### src/rtl/req_rr_arbiter_8.sv
// req_rr_arbiter_8
//   Upstream request stage for an 8:3 encoder. Request events on 8 lines are
//   captured into pending bits. One enabled pending bit is chosen round-robin
//   and presented as a registered one-hot grant plus enable. The grant is held
//   until the consumer acknowledges it, and the acknowledged request is then retired.
//
//   Ports:
//     clk          - clock, all logic on posedge
//     rst          - synchronous active-high reset
//     req_in       - request lines (synchronous to clk)
//     req_enable   - per-line capture/grant enable
//     grant_onehot - registered one-hot grant (encoder data input)
//     grant_en     - grant valid (encoder enable)
//     grant_ack    - consumer accepts current grant (ignored while grant_en=0)
//     pending      - current pending bits
//     dropped      - sticky flag: edge event lost on an already-pending line
//     clr_dropped  - clears dropped (a simultaneous set wins)
module req_rr_arbiter_8 #(
  parameter int unsigned EDGE_MODE = 1
) (
  input  logic       clk,
  input  logic       rst,
  input  logic [7:0] req_in,
  input  logic [7:0] req_enable,
  output logic [7:0] grant_onehot,
  output logic       grant_en,
  input  logic       grant_ack,
  output logic [7:0] pending,
  output logic       dropped,
  input  logic       clr_dropped
);

  typedef enum logic {IDLE, GRANT} state_t;

  state_t     state_q, state_d;
  logic [7:0] req_q, req_d;
  logic [7:0] pending_q, pending_d;
  logic [7:0] grant_onehot_q, grant_onehot_d;
  logic       grant_en_q, grant_en_d;
  logic [2:0] rr_ptr_q, rr_ptr_d;
  logic       dropped_q, dropped_d;

  logic [7:0] ev;
  logic [7:0] retire;
  logic [7:0] eligible;
  logic       drop_set;
  logic [2:0] sel_idx;
  logic       sel_found;
  logic [2:0] cand;
  logic [2:0] gnt_idx;

  // Event capture and pending/dropped bookkeeping
  always_comb begin
    req_d     = req_in;
    ev        = (EDGE_MODE != 0) ? (req_in & ~req_q & req_enable)
                                 : (req_in & req_enable);
    retire    = (state_q == GRANT && grant_ack) ? grant_onehot_q : '0;
    // Set wins over retire so an event on the granted line in its ack cycle survives
    pending_d = ev | (pending_q & ~retire);
    drop_set  = (EDGE_MODE != 0) && (|(ev & pending_q & ~retire));
    dropped_d = drop_set | (dropped_q & ~clr_dropped);
  end

  // Round-robin search: first eligible bit at or after rr_ptr, wrapping 7->0.
  // The 3-bit addition wraps naturally.
  always_comb begin
    eligible  = pending_q & req_enable;
    sel_idx   = '0;
    sel_found = 1'b0;
    cand      = '0;
    for (int unsigned i = 0; i < 8; i++) begin
      cand = rr_ptr_q + i[2:0];
      if (!sel_found && eligible[cand]) begin
        sel_found = 1'b1;
        sel_idx   = cand;
      end
    end
  end

  // Index of the current grant, used to advance the pointer on ack
  always_comb begin
    gnt_idx = '0;
    for (int unsigned i = 0; i < 8; i++) begin
      if (grant_onehot_q[i]) gnt_idx = i[2:0];
    end
  end

  always_comb begin
    state_d        = state_q;
    grant_onehot_d = grant_onehot_q;
    grant_en_d     = grant_en_q;
    rr_ptr_d       = rr_ptr_q;
    unique case (state_q)
      IDLE: begin
        if (sel_found) begin
          grant_onehot_d = 8'b1 << sel_idx;
          grant_en_d     = 1'b1;
          state_d        = GRANT;
        end
      end
      GRANT: begin
        if (grant_ack) begin
          rr_ptr_d       = gnt_idx + 3'd1;
          grant_onehot_d = '0;
          grant_en_d     = 1'b0;
          state_d        = IDLE;
        end
      end
      default: state_d = IDLE;
    endcase
  end

  always_ff @(posedge clk) begin
    if (rst) begin
      state_q        <= IDLE;
      req_q          <= '0;
      pending_q      <= '0;
      grant_onehot_q <= '0;
      grant_en_q     <= 1'b0;
      rr_ptr_q       <= '0;
      dropped_q      <= 1'b0;
    end else begin
      state_q        <= state_d;
      req_q          <= req_d;
      pending_q      <= pending_d;
      grant_onehot_q <= grant_onehot_d;
      grant_en_q     <= grant_en_d;
      rr_ptr_q       <= rr_ptr_d;
      dropped_q      <= dropped_d;
    end
  end

  assign grant_onehot = grant_onehot_q;
  assign grant_en     = grant_en_q;
  assign pending      = pending_q;
  assign dropped      = dropped_q;

endmodule

### config.mk
export PLATFORM = sky130hd
export DESIGN_NAME = req_rr_arbiter_8
export DESIGN_NICKNAME = d
export VERILOG_FILES = /design/src/rtl/req_rr_arbiter_8.sv
export SDC_FILE = /design/constraint.sdc
export NUM_CORES = 1
export LEC_CHECK = 0
export ABC_CLOCK_PERIOD_IN_PS = 9100
export CORE_MARGIN = 2
export CORE_UTILIZATION = 27
export CTS_CLUSTER_DIAMETER = 200
export DETAILED_ROUTE_END_ITERATION = 16
export HOLD_SLACK_MARGIN = 0.03
export SYNTH_ARGS = -nofsm -noshare
export SYNTH_HDL_FRONTEND = slang
export SYNTH_SLANG_ARGS = --single-unit
### constraint.sdc
create_clock -name clk -period 9.1 [get_ports clk]
set_input_delay 2.275 -clock clk [delete_from_list [all_inputs] [get_ports clk]]
set_output_delay 2.275 -clock clk [all_outputs]
set_load 0.01 [all_outputs]
==> qor.yml <==
outcome:
  run_status: "complete, no violations"
power:
  swShare_pct: 36.3
  cell_internal_pwr_uw: 288
  vdd_drop_max_mv: 0.109
  power_density_over_the_cells_mw_per_mm2: 160
  sequential_cell_fraction_of_total_power_pct: 35.3
  combinationalPowerShare_pct: 39.7
  fraction_of_power_consumed_by_the_clock_network_pct: 24.9
  p_switching_uw: 164
  power_leakage_uw: 0.000969
floorplan:
  dieWidth_um: 95.7
  die_height_um: 95.7
  start_util_pct: 27.8
  core_area_mm2: 0.00818
  num_rows: 33
  dieArea_mm2: 0.00916
  design.portCount: 38
drt:
  avgRoutedWirePerCell_um: 16.0
  initialDrtViolationCount: 188
  detail_route.drc_violations: 0
  detail_route.first_pass.iterations: 4
  drt-vias-per-instance: 5.42
  via_count: 2216
  drt-total-wl_um: 6560
  final_antenna_net_count: 0
yosys:
  synth_sequential_area_ratio_pct: 26.4
  synth.yosys.warnings: 0
  synth-edff-count: 0
  post_synthesis_cell_count: 268
  synth.cell_area_mm2: 0.00227
  netlist-cell-type-count: 60
  dominantRegCellSynth: "sky130_fd_sc_hd__dfxtp_1"
  postSynthRegisterBits: 30
  syn-mean-instance-area_um2: 8.47
  ys_async_sr_fraction_pct: 0
  syn_nets: 291
final_layout:
  syn2layout_area_growth_pct: 24.0
  nets: 326
  antenna-diode-count: 0
  drive_gt1_share_pct: 9.21
  fin_util_pct: 34.5
critical_path:
  cp_max_fo: 7
  cp-start-kind: "input port"
  r2r_cells: 10
  regToRegStartpoint: "rr_ptr_q[1]"
  worstSetupPathType: "in2reg"
  cp.arrival_ps: 5190
  timing.reg2reg.setup_slack_ps: 5280
  rr_endpoint: "grant_onehot[4]"
  worst_ep_required_ps: 9280
  end_kind: "flip-flop"
grt:
  global_route_wire_length_before_repair_um: 10700
  grt_pass1_vias: 2153
  globalRouteTotalUtil_pct: 15.2
  busiest_layer: "met2"
  gr-total-overflow: 0
  initial_antenna_violation_count: 0
  globalRouteMet2Util_pct: 24.9
  met3_use_gr_pct: 2.04
  grt.met1_usage_pct: 20.0
  grt_start_max_net_pins: 27
timing:
  holdWs_ps: 493
  fin_worst_skew_ps: 5.60
  final.setup.tns_ps: 0
  period_needed_ps: 5020
  finalCritPeriodShare_pct: 55.1
  max-slew-margin-rel_pct: 37.7
  max_slew.worst_pin.slew_ps: 931
  setup-violations-final: 0
  slew_violations: 0
  rsz0062_at_grt: "false"
  hold_violations: 0
  achievable-frequency_mhz: 199
clocking:
  clock_sinks: 30
  numCtsBuffers: 5
  tritoncts: "built"
  ctsLongestPathBuffers: 2
  cts.clk_slew.worst_paths_ps: 70
  clock_insertion_delay_worst_skew_ps: 290
  cts_resized: 0
  clk_root_buffer_cell: "sky130_fd_sc_hd__clkbuf_8"
  post_cts_buffers: 0
  cts_hold_buffers: 0
  cts-htree-levels: 2
min_path:
  worstHoldPathType: "reg2reg"
  worstHoldPathCells: 2
  hold-path-endpoint: "dropped"
  min_from: "dropped"
place:
  io_buffer_count: 37
  detailedPlacementHpwl_um: 5200
  routabilityCongestion: 0.862
flow_run:
  maxCapViolations: 0
-- layer usage --
metal / wire (µm) / vias to the layer above
li1: - / 1091
met1: 3020 / 1051
met2: 3100 / 61
met3: 250 / 13
met4: 189 / 0
met5: 0 / -
-- worst max-delay path by stage --
stage	start	to	slack, ps
6_report	req_enable[6]	grant_onehot[4]	4080
5_1_grt	req_enable[7]	grant_onehot[4]	3950
4_1_cts	req_enable[6]	grant_onehot[4]	4120
3_5_place_dp	req_enable[7]	grant_onehot[4]	3830
3_3_place_gp	req_enable[7]	grant_onehot[4]	3900
2_1_floorplan	req_enable[7]	grant_onehot[0]	4590
-- power groups by stage --
stage / clock network, µW / logic (µW) / registers [µW]
final: 113 / 180 / 160
after global routing: 122 / 198 / 162
after CTS: 117 / 179 / 160
after detailed placement: 0 / 178 / 162
after global placement: 0 / 177 / 163
after floorplan: 0 / 124 / 161
-- synth_stat cells, drive strengths merged, types with 3 or more instances --
cell type,count,share of area [%]
a21boi,7,2.5
a21oi,18,4.0
a221o,3,1.3
a221oi,4,1.5
a31oi,3,0.83
a32o,4,1.8
and2,14,3.9
buf,5,1.6
clkbuf,5,0.83
dfxtp,30,26
ha,3,1.7
inv,5,0.83
mux2i,3,1.3
mux4,12,12
nand2,39,6.4
nand2b,3,0.83
nand3,13,3.1
nand3b,11,3.6
nand4,4,1.1
nand4b,3,1.2
nor2,17,2.8
nor2b,9,2.5
nor3,5,1.3
nor4,3,1.5
o21ai,8,1.8
o22a,3,1.2
o31ai,6,2.0
or2,3,0.94
-- layout by cell type, fill, tap and decap left out, types with 4 or more instances in the layout --
master                             n
sky130_fd_sc_hd__and2_1           14
sky130_fd_sc_hd__nor2b_1           9
sky130_fd_sc_hd__nor2_1           17
sky130_fd_sc_hd__nor3_1            4
sky130_fd_sc_hd__clkdlybuf4s50_1  37
sky130_fd_sc_hd__nand2_1          39
sky130_fd_sc_hd__a221oi_1          4
sky130_fd_sc_hd__nand4_1           4
sky130_fd_sc_hd__mux4_2           11
sky130_fd_sc_hd__a21boi_0          5
sky130_fd_sc_hd__nand3b_1         11
sky130_fd_sc_hd__clkbuf_8          6
sky130_fd_sc_hd__o21ai_0           5
sky130_fd_sc_hd__o31ai_1           6
sky130_fd_sc_hd__dfxtp_1          30
sky130_fd_sc_hd__a32o_1            4
sky130_fd_sc_hd__nand3_1          12
sky130_fd_sc_hd__a21oi_1          18
-- area by class of cell --
type | instances | area, µm²
inverters | 6 | 22.5
fillers | 865 | 5360
multi-input cells | 222 | 1590
flip-flops and latches | 30 | 601
clock buffers | 7 | 86.3
well taps | 105 | 131
repair buffers | 38 | 378
clock inverters | 1 | 5.00
-- sequential cells by signal (all words and copies together), names as in the netlist --
register and cells:
rr_ptr_q 3, dropped 1, grant_onehot 8, pending 8
grant_en 1, req_q 8, state_q 1
-- metrics by stage --
stage / cell area [µm²] / cells / setup WS [ps] / power [µW]
after floorplan: 2270 / 268 / 4590 / 284
after global placement: 2730 / 401 / 3900 / 340
after detailed placement: 2730 / 401 / 3830 / 340
after CTS: 2820 / 409 / 4120 / 456
after global routing: 2820 / 409 / 3950 / 481
final: 2820 / 409 / 4080 / 452
-- critical path, cell delays in order --
cell and delay, ps:
sky130_fd_sc_hd__clkdlybuf4s50_1 490, sky130_fd_sc_hd__and2_1 220, sky130_fd_sc_hd__mux4_1 510, sky130_fd_sc_hd__mux2_4 340, sky130_fd_sc_hd__nor4_4 420, sky130_fd_sc_hd__a31oi_1 220
sky130_fd_sc_hd__nor2b_1 250, sky130_fd_sc_hd__and3_1 260, sky130_fd_sc_hd__a32o_1 220
-- kinds of logic after synthesis --
family	count (synthesis)	synth area share [%]
and+or+nand+nor	127	30.2
AOI/OAI and AO/OA	72	22.7
DFF	30	26.4
buffers and inverters	16	3.42
muxes	16	14.0
xor gates and xnor gates	4	1.54
adders and majority gates	3	1.65
No activity file was read; power rests on OpenSTA's default activity.
